$ cat src/rtl/iiitb_gc_pkg.sv
// Shared types, defaults and helpers for the Gray-code counter run controller.
package iiitb_gc_pkg;

  localparam int GC_WIDTH = 8;
  localparam int GC_LEN_W = 16;

  typedef logic [1:0] state_t;
  localparam state_t ST_IDLE  = 2'd0;
  localparam state_t ST_CLEAR = 2'd1;
  localparam state_t ST_RUN   = 2'd2;
  localparam state_t ST_DONE  = 2'd3;

  // Width-agnostic: unused upper Gray bits are zero, so they leave the low bits untouched.
  function automatic logic [31:0] gray2bin(input logic [31:0] g);
    logic [31:0] b;
    b[31] = g[31];
    for (int i = 30; i >= 0; i--) b[i] = b[i+1] ^ g[i];
    return b;
  endfunction

endpackage

$ cat src/rtl/iiitb_gc_step_chk.sv
// Step checker: compares each gc_count sample against the previous one given last cycle's enable/clear.
// Also registers the binary position; err is sticky until err_clr, with a new violation winning.
module iiitb_gc_step_chk
  import iiitb_gc_pkg::*;
#(
  parameter int WIDTH = GC_WIDTH
) (
  input  logic             clk,
  input  logic             reset,
  input  logic [WIDTH-1:0] gc_count,
  input  logic             gc_enable,
  input  logic             gc_reset,
  input  logic             err_clr,
  output logic [WIDTH-1:0] pos_bin,
  output logic             err
);

  logic [WIDTH-1:0] prev_g;
  logic [WIDTH-1:0] cur_bin;
  logic             prev_en;
  logic             prev_rst;
  logic             armed;
  logic             viol;

  assign cur_bin = WIDTH'(gray2bin(32'(gc_count)));

  // pos_bin holds the previous sample in binary, so it doubles as the increment reference.
  always_comb begin
    viol = 1'b0;
    if (armed) begin
      if (prev_rst)     viol = (gc_count != '0);
      else if (prev_en) viol = (cur_bin != pos_bin + WIDTH'(1));
      else              viol = (gc_count != prev_g);
    end
  end

  always_ff @(posedge clk or posedge reset) begin
    if (reset) begin
      prev_g   <= '0;
      prev_en  <= 1'b0;
      prev_rst <= 1'b0;
      armed    <= 1'b0;
      pos_bin  <= '0;
      err      <= 1'b0;
    end else begin
      prev_g   <= gc_count;
      prev_en  <= gc_enable;
      prev_rst <= gc_reset;
      armed    <= 1'b1;
      pos_bin  <= cur_bin;
      if (viol)         err <= 1'b1;
      else if (err_clr) err <= 1'b0;
    end
  end

endmodule

$ cat src/rtl/iiitb_gc_ctrl.sv
// Run controller: accepts a command in IDLE, optionally clears the counter, then enables it for
// cmd_len unpaused cycles; pulses done (with aborted) at the end of every accepted command.
module iiitb_gc_ctrl
  import iiitb_gc_pkg::*;
#(
  parameter int WIDTH = GC_WIDTH,
  parameter int LEN_W = GC_LEN_W
) (
  input  logic             clk,
  input  logic             reset,
  input  logic             cmd_valid,
  output logic             cmd_ready,
  input  logic [LEN_W-1:0] cmd_len,
  input  logic             cmd_clear,
  input  logic             pause,
  input  logic             abort,
  output logic             gc_enable,
  output logic             gc_reset,
  input  logic [WIDTH-1:0] gc_count,
  output logic [WIDTH-1:0] pos_bin,
  output logic             busy,
  output logic             done,
  output logic             aborted,
  output logic             err,
  input  logic             err_clr
);

  state_t           state, state_nxt;
  logic [LEN_W-1:0] remaining, rem_nxt, rem_src;
  logic             en_nxt;
  logic             abt_nxt;
  logic             run_step;

  assign cmd_ready = (state == ST_IDLE);
  assign busy      = (state != ST_IDLE);
  assign gc_reset  = (state == ST_CLEAR);
  assign done      = (state == ST_DONE);

  // run_step grants one enable cycle (or finishes) from whichever state hands over to RUN.
  always_comb begin
    state_nxt = state;
    rem_nxt   = remaining;
    rem_src   = remaining;
    en_nxt    = 1'b0;
    abt_nxt   = 1'b0;
    run_step  = 1'b0;
    case (state)
      ST_IDLE: begin
        if (cmd_valid) begin
          rem_src = cmd_len;
          rem_nxt = cmd_len;
          if (cmd_clear) state_nxt = ST_CLEAR;
          else           run_step  = 1'b1;
        end
      end
      ST_CLEAR, ST_RUN: begin
        if (abort) begin
          state_nxt = ST_DONE;
          abt_nxt   = 1'b1;
        end else begin
          run_step = 1'b1;
        end
      end
      default: state_nxt = ST_IDLE;
    endcase
    if (run_step) begin
      if (rem_src == '0) begin
        state_nxt = ST_DONE;
      end else begin
        state_nxt = ST_RUN;
        if (!pause) begin
          en_nxt  = 1'b1;
          rem_nxt = rem_src - LEN_W'(1);
        end
      end
    end
  end

  always_ff @(posedge clk or posedge reset) begin
    if (reset) begin
      state     <= ST_IDLE;
      remaining <= '0;
      gc_enable <= 1'b0;
      aborted   <= 1'b0;
    end else begin
      state     <= state_nxt;
      remaining <= rem_nxt;
      gc_enable <= en_nxt;
      aborted   <= abt_nxt;
    end
  end

  iiitb_gc_step_chk #(.WIDTH(WIDTH)) u_step_chk (
    .clk       (clk),
    .reset     (reset),
    .gc_count  (gc_count),
    .gc_enable (gc_enable),
    .gc_reset  (gc_reset),
    .err_clr   (err_clr),
    .pos_bin   (pos_bin),
    .err       (err)
  );

endmodule

$ cat config.mk
export PLATFORM = sky130hd
export DESIGN_NAME = iiitb_gc_ctrl
export DESIGN_NICKNAME = d
export VERILOG_FILES = /design/src/rtl/iiitb_gc_pkg.sv /design/src/rtl/iiitb_gc_step_chk.sv /design/src/rtl/iiitb_gc_ctrl.sv
export SDC_FILE = /design/constraint.sdc
export NUM_CORES = 1
export LEC_CHECK = 0
export ABC_AREA = 1
export BUFFER_PORTS_ARGS = -buffer_cell sky130_fd_sc_hd__buf_2
export CORE_ASPECT_RATIO = 1.25
export CORE_UTILIZATION = 35
export CTS_CLUSTER_SIZE = 8
export DETAILED_ROUTE_END_ITERATION = 7
export PLACE_DENSITY = 0.69
export SYNTH_ARGS = -nofsm -noshare
export SYNTH_HDL_FRONTEND = slang
export SYNTH_SLANG_ARGS = --single-unit
$ cat constraint.sdc
create_clock -name clk -period 2.3 [get_ports clk]
set_input_delay 0.345 -clock clk [delete_from_list [all_inputs] [get_ports clk]]
set_output_delay 0.345 -clock clk [all_outputs]
set_load 0.02 [all_outputs]
==> key figures, run 1 <==
Status
  • Run status: completed

Placed design
  • Dpl ws: -0.07109 ns
  • Post-DP HPWL: around 4000 microns
  • Inst Count DP: between 400 and 500
  • GPL Wtd Cong: 0.8579
  • I/O Buffers: 45

Pwr
  • Psw: 0.001382 W
  • Cell-internal power: 0.001942 W
  • P_leak: 1.594 nW
  • Logic pwr share: 0.559
  • Reg power frac: 0.300
  • Sw Ratio: 0.4156
  • Clock power share: 0.141
  • PwrDens: 1074 nW/um^2
  • VDD IR max: between 0.5 and 0.6 mV

Floorplanning
  • Core area: between 6000 and 7000 sq um
  • Die width: around 75 microns
  • Initial core utilization: 0.3611
  • I/O Pins: 46
  • Die Y: roughly 94 microns
  • Cell row count: 33
  • Die area: 7066 sq um

Cells and area
  • Most common cell after layout, fill and taps aside: nand2_1
  • Antenna diode count: 0
  • Commonest non-fill, non-tap cells in the layout: nand2_1, buf_2, dfrtp_1
  • Area grow syn2layout: 31.39%
  • Footprint of the multi-input gates: 1295 sq um
  • Reg area: 975.9 sq um
  • Final #Nets: 402
  • Layout fillers: 640
  • Share of layout cells above drive strength 1: 0.3434
  • Layout Cells excl Fill: 451

GRT
  • Vias in the first global route: ~2000
  • Congestion Overflow GR: 0
  • Largest net degree at the start of global routing: 40
  • Overall routing resource usage: 0.1574
  • First-pass GRT wire length: 8459 microns
  • Initial antenna violation count: 0

Drt
  • Iteration-0 DRC Markers: 71
  • Drt total wl: about 5500 microns
  • Via density per instance: roughly 4.8
  • Post-route DRC: 0
  • DRT Pass-1 Iters: 4
  • Routed len/inst: 12.26 microns
  • Total number of vias: 2143
  • Antenna-violating nets left: 0

STA
  • Setup slack after layout: ~0.023 ns
  • FMAX: 439.2 MHz
  • Min Clock Period, post-route: 2.277 ns
  • Final period utilization: 0.9900
  • RSZ-0062 raised after global routing: true
  • Final setup fails: 0
  • Min Hold Slack: approximately 0.17 ns
  • Fin. Hold Viols: 0
  • Final setup TNS: 0 ns
  • Fin Clk Skew: 0.002561 ns
  • Final Slew Violations: 0

Clock network
  • Worst-path clk slew: 0.08 ns
  • Root Driver: clkbuf_8
  • Htree depth: 2
  • Clock Sinks: 39
  • Clock latency at the later pin of the worst-skew pair: 0.28 ns
  • Hold-fix buffers at CTS: 0
  • CTS tree: done
  • Total CTS buffers: 5
  • Clk buf depth: 2

Synth
  • Synth Instances: 289
  • Post-Syn Area: 2356 sq um
  • Avg Synthesized Cell Area: about 8.2 sq um
  • #FFs+latches synth: 39
  • Sequential-to-total area share from yosys stat: 0.4142
  • Netlist cell types: 35
  • Synthesis Warnings: 0
  • Synth Net Count: 327

Worst setup path
  • Crit Path Class: register to register
  • Critical Path Fanout Max: 6
  • Worst setup EP type: register
  • Crit path DAT: roughly 2.5 ns
  • Slowest stage cell, crit path: dfrtp_1
  • Crit path required time: 2.50 ns
  • Crit-path cells: inv_2 -> ha_4 -> nand2_4 -> buf_12 -> mux2i_4 -> ha_2 -> nand2_2 -> nor2_4 -> nand4_4 -> nand2_4 -> nor2_2 -> nand4_1 -> xor2_1
  • CP most frequent cell: nand2_4
  • Critical Path Max Stage Delay: 0.37 ns
  • Startpoint type of the worst setup path: register

Worst hold path
  • Hold Path Class: primary input to async pin

Job
  • Max-cap violations: 0
-- critical path, delay by kind of cell, from the launching register on --
family | cells | cell delay, ns
xor+xnor | 1 | 0.20
buf+inv | 2 | 0.21
fa+ha+maj | 2 | 0.39
simple gates | 7 | 0.76
flops | 1 | 0.37
mux | 1 | 0.25
-- power groups by stage --
stage / combinational (W) / sequential (W) / clock (W)
2_1_floorplan: 0.00107 / 0.00103 / 0
3_3_place_gp: 0.00153 / 0.00100 / 0
3_5_place_dp: 0.00156 / 0.00101 / 0
4_1_cts: 0.00156 / 0.000998 / 0.000489
5_1_grt: 0.00205 / 0.00102 / 0.000519
6_report: 0.00186 / 0.000999 / 0.000467
-- state kept, by name, indices dropped and copies added, names as in the netlist --
register and count:
u_step_chk.pos_bin 8, aborted 1, remaining 16, u_step_chk.armed 1, state 2, u_step_chk.prev_en 1, u_step_chk.prev_g 7, u_step_chk.err 1
gc_enable 1, u_step_chk.prev_rst 1
-- Yosys cell counts --
master / n / area share
nand4_1: 10 / 0.027
nand2_1: 80 / 0.13
o221ai_1: 1 / 0.0037
nor2_1: 21 / 0.033
buf_2: 1 / 0.0021
mux2i_1: 1 / 0.0042
or2_1: 2 / 0.0053
o21a_1: 1 / 0.0032
o22ai_1: 2 / 0.0053
o21ai_0: 7 / 0.015
nand3_2: 1 / 0.0042
inv_1: 34 / 0.054
inv_2: 5 / 0.0080
nand3_1: 23 / 0.049
nand2_4: 1 / 0.0048
dfrtp_1: 39 / 0.41
nand4_4: 2 / 0.018
buf_4: 1 / 0.0032
conb_1: 1 / 0.0016
nor3b_4: 1 / 0.0080
buf_6: 2 / 0.0096
nor2_2: 5 / 0.013
nor3_1: 3 / 0.0064
o21ai_1: 2 / 0.0042
nor2_4: 1 / 0.0048
mux2i_4: 2 / 0.019
ha_1: 7 / 0.037
nand3b_1: 2 / 0.0064
a21oi_1: 4 / 0.0085
a2111oi_0: 1 / 0.0037
nand2_2: 4 / 0.011
o21ai_2: 2 / 0.0074
xnor2_1: 7 / 0.026
xor2_1: 12 / 0.045
xnor2_2: 1 / 0.0069
-- final timing paths --
kind                                 startpoint                               to  depth (start not counted)  slack [ns]
max                        state[1]$_DFFE_PP0P_          remaining[10]$_DFF_PP0_                         13        0.02
min                                       reset       u_step_chk.err$_DFFE_PP0P_                          3        0.17
max reg2reg                state[1]$_DFFE_PP0P_          remaining[10]$_DFF_PP0_                         13        0.02
min reg2reg                 gc_enable$_DFF_PP0_     u_step_chk.prev_en$_DFF_PP0_                          0        0.38
max in group asynchronous                 reset  u_step_chk.pos_bin[0]$_DFF_PP0_                          3        1.79
min in group clk                    gc_count[7]  u_step_chk.pos_bin[7]$_DFF_PP0_                          1        0.21
-- layer usage --
layer / part of all wire / global-route usage / wire length [microns] / vias up
li1: - / - / - / 1071
met2: 0.53 / 0.2879 / 2929 / 61
met4: 0.023 / 0.05401 / 128 / 0
met1: 0.40 / 0.1768 / 2225 / 1001
met5: 0 / 0 / 0 / -
met3: 0.044 / 0.03004 / 244 / 10
-- through the flow --
step / area [sq um] / total power (W) / utilization
3_5_place_dp: 2815 / 0.002567 / 0.4315
6_report: 3095 / 0.003324 / 0.4745
2_1_floorplan: 2369 / 0.002097 / -
5_1_grt: 3095 / 0.003581 / 0.4745
3_3_place_gp: 2815 / 0.002531 / 0.4315
4_1_cts: 2903 / 0.003051 / 0.4450
-- area by class of cell --
cell class / count / share of cell area
timing repair buffer: 72 / 0.1548
multi-input combinational: 207 / 0.4184
sequential: 39 / 0.3153
clock inverter: 1 / 0.001617
inverter: 39 / 0.04810
clock buffer: 6 / 0.02668
tap: 87 / 0.03517
-- timing repair --
action	CTS	global route
setup endpoints to repair	0	15
resized for setup	0	25
setup buffers	0	7
-- kinds of logic (layout without fill, tap and decap cells) --
family / count (synthesis) / count (layout) / synth area share
and+or+nand+nor: 156 / 156 / 0.3181
buffers and inverters: 43 / 118 / 0.07700
DFF: 39 / 39 / 0.4142
AOI/OAI and AO/OA: 20 / 20 / 0.05098
xor gates and xnor gates: 20 / 20 / 0.07754
adders and majority gates: 7 / 7 / 0.03717
muxes: 3 / 3 / 0.02337
other: 1 / 1 / 0.001592
No activity file was read; power rests on OpenSTA's default activity.
==> inputs of run 2 (changes only) <==
--- a/config.mk
+++ b/config.mk
@@ -8,10 +8,10 @@
 export ABC_AREA = 1
 export BUFFER_PORTS_ARGS = -buffer_cell sky130_fd_sc_hd__buf_2
 export CORE_ASPECT_RATIO = 1.25
-export CORE_UTILIZATION = 35
+export CORE_UTILIZATION = 50
 export CTS_CLUSTER_SIZE = 8
 export DETAILED_ROUTE_END_ITERATION = 7
-export PLACE_DENSITY = 0.69
+export PLACE_DENSITY = 0.88
 export SYNTH_ARGS = -nofsm -noshare
 export SYNTH_HDL_FRONTEND = slang
 export SYNTH_SLANG_ARGS = --single-unit
==> run 2 against run 1 <==
Against the previous run:
- the flow now finishes with violations (setup timing)
- critical path depth is 1 higher
- wire length is 5.8% higher
- clock skew is 0.0084 ns higher
- clock power is 48% higher
- cell count is 7.5% lower
- worst setup slack worse by 0.048 ns
- global-route usage is 7.3 points higher
- sequential power hardly changed
- count of clock-buffer cells in the layout is 1 lower
- via count is 1.8% higher
- hold slack worse by 0.015 ns
- flip-flop and latch count stayed put
- highest routed layer unchanged
==> key figures, run 2 (same netlist as run 1, synthesis figures left out) <==
GRT
  • First-pass GRT wire length: 8852 microns (+4.6%)
  • Largest net degree at the start of global routing: 40 (unchanged)
  • Vias in the first global route: 2058 (+1.6%)
  • Congestion Overflow GR: 0 (unchanged)
  • Overall routing resource usage: 0.2300 (+0.07260)
  • Initial antenna violation count: 0 (unchanged)

Clock network
  • Htree depth: 2 (unchanged)
  • Worst-path clk slew: 0.08 ns (about the same)
  • CTS tree: done
  • Clk buf depth: 2 (unchanged)
  • Root Driver: clkbuf_8
  • Total CTS buffers: 5 (unchanged)
  • Clock Sinks: 39 (unchanged)
  • Clock latency at the later pin of the worst-skew pair: 0.29 ns (about the same)
  • Hold-fix buffers at CTS: 0 (unchanged)

Pwr
  • PwrDens: 1155 nW/um^2 (+7.6%)
  • VDD IR max: 0.8293 mV (+47%)
  • P_leak: 1.584 nW (-0.66%)
  • Design Power: 0.003489 W (+5.0%)

STA
  • Slew headroom: 0.6176
  • FMAX: 430.1 MHz (-2.1%)
  • Setup slack after layout: -0.02477 ns (-0.04785 ns)
  • Min Clock Period, post-route: 2.325 ns (+0.04785 ns)
  • Final setup fails: 1 (+1)
  • RSZ-0062 raised after global routing: true
  • Fin Clk Skew: 0.01094 ns (+0.008383 ns)
  • Slew @ Worst Pin: around 0.56 ns
  • Final Slew Violations: 0 (unchanged)
  • Final period utilization: 1.011 (+0.02081)
  • Fin. Hold Viols: 0 (unchanged)

Cells and area
  • Final #Nets: 396 (-1.5%)
  • Final core utilization: 0.6773 (+0.2028)
  • Area grow syn2layout: 28.20%
  • Layout fillers: 346 (-46%)
  • Footprint of the multi-input gates: 1256 sq um (-3.0%)
  • Commonest non-fill, non-tap cells in the layout: nand2_1, buf_2, dfrtp_1
  • Biggest register: remaining
  • Reg area: 975.9 sq um (unchanged)
  • Post-route cell area: 3020 sq um (-2.4%)
  • Share of layout cells above drive strength 1: 0.3203 (-0.02307)
  • Top flop regs: remaining: 16 flops, u_step_chk.pos_bin: 8 flops, u_step_chk.prev_g: 7 flops
  • Most common cell after layout, fill and taps aside: nand2_1
  • Antenna diode count: 0 (unchanged)
  • Max reg flops: 16 (unchanged)

Worst setup path
  • Reg2reg path depth: 14 (+1)
  • Worst setup EP type: register
  • Crit path DAT: 2.53 ns (+0.06 ns)
  • Critical Path Fanout Max: 12 (+6)
  • Crit path required time: 2.51 ns (about the same)
  • R2R Setup Slk: -0.02 ns (-0.05 ns)
  • Crit-path cells: inv_2 -> ha_4 -> nand2_4 -> buf_12 -> inv_4 -> nand2_1 -> nand2_2 -> nor2_2 -> nand2_1 -> nor2_2 -> nand4_4 -> nor2_1 -> o21ai_0 -> o21ai_0
  • Startpoint type of the worst setup path: register
  • Slowest stage cell, crit path: dfrtp_1
  • Critical Path Max Stage Delay: 0.39 ns (+0.02 ns)
  • Worst flop-to-flop path endpoint: state[0]$_DFFE_PP0P_
  • Crit Path Class: register to register
  • RR Startpoint: state[1]$_DFFE_PP0P_

Floorplanning
  • Die area: 4992 sq um (-29%)
  • Die width: 63.40 microns (-16%)
  • Die Y: 78.75 microns (-16%)
  • I/O Pins: 46 (unchanged)
  • Cell row count: 27 (-18%)
  • Core area: 4459 sq um (-32%)
  • Initial core utilization: 0.5283 (+0.1672)

Placed design
  • GPL Wtd Cong: 0.9003 (+4.9%)
  • I/O Buffers: 45 (unchanged)
  • DP Area: 2734 sq um (-2.9%)
  • Dpl ws: -0.07839 ns (-0.007302 ns)
  • Post-DP HPWL: 3899 microns (-3.3%)

Drt
  • Drt total wl: 5848 microns (+5.8%)
  • Via density per instance: 5.230 (+10%)
  • Antenna-violating nets left: 0 (unchanged)
  • Iteration-0 DRC Markers: 100 (+41%)
  • Total number of vias: 2181 (+1.8%)
  • Routed len/inst: 14.02 microns (+14%)
  • Post-route DRC: 0 (unchanged)
  • DRT Pass-1 Iters: 4 (unchanged)

Status
  • Failing checks: setup timing
  • Run status: complete, but fails checks

Worst hold path
  • Hold Path Class: primary input to async pin

Job
  • Max-cap violations: 0 (unchanged)
-- run 2: where the power goes --
part	leakage [nW]	internal [W]	switching [W]
Combinational	1.05	0.000749	0.00105
Sequential	0.465	0.000893	0.000109
Clock	0.0644	0.000433	0.000257
Total	1.58	0.00207	0.00141
-- run 2: area by class of cell --
class / count / share of cell area
clock buffer: 5 / 0.02278
clock inverter: 3 / 0.02237
inverter: 39 / 0.04930
multi-input combinational: 207 / 0.4159
sequential: 39 / 0.3231
tap: 58 / 0.02403
timing repair buffer: 66 / 0.1425
-- run 2: timing repair --
action | in CTS | in global routing
cloned | 0 | 2
setup buffers | 1 | 6
pin swaps | 1 | 7
setup endpoints to repair | 1 | 18
resized for setup | 0 | 17
-- run 2: layer usage --
metal / up-vias / part of all wire / global-route usage
li1: 1055 / - / -
met1: 1028 / 0.39 / 0.2390
met2: 81 / 0.53 / 0.4191
met3: 17 / 0.053 / 0.06466
met4: 0 / 0.024 / 0.1114
met5: - / 0 / 0
-- run 2: worst max-delay path: cells and delay by family, from the launching register on --
kind,cells,cell delay [ns]
fa+ha+maj,1,0.17
buf+inv,3,0.29
flops,1,0.39
simple gates,8,1.14
compound gates,2,0.23
-- run 2: worst max path at each step --
stage,start,endpoint,cells past startpoint
final,state[1]$_DFFE_PP0P_,state[0]$_DFFE_PP0P_,14
after global routing,state[1]$_DFFE_PP0P_,state[0]$_DFFE_PP0P_,14
after CTS,state[1]$_DFFE_PP0P_,remaining[10]$_DFF_PP0_,15
after detailed placement,gc_count[6],u_step_chk.err$_DFFE_PP0P_,20
after global placement,gc_count[6],u_step_chk.err$_DFFE_PP0P_,20
after floorplan,state[0]$_DFFE_PP0P_,remaining[10]$_DFF_PP0_,14
-- run 2: per-stage QoR --
step                      hold slack, ns  setup TNS [ns]  std cells
after floorplan                   0.3764               0        289
after global placement            0.3812        -0.05098        400
after detailed placement          0.3919        -0.09425        400
after CTS                         0.1707               0        409
after global routing              0.1830          -1.072        417
final                             0.1522        -0.02477        417
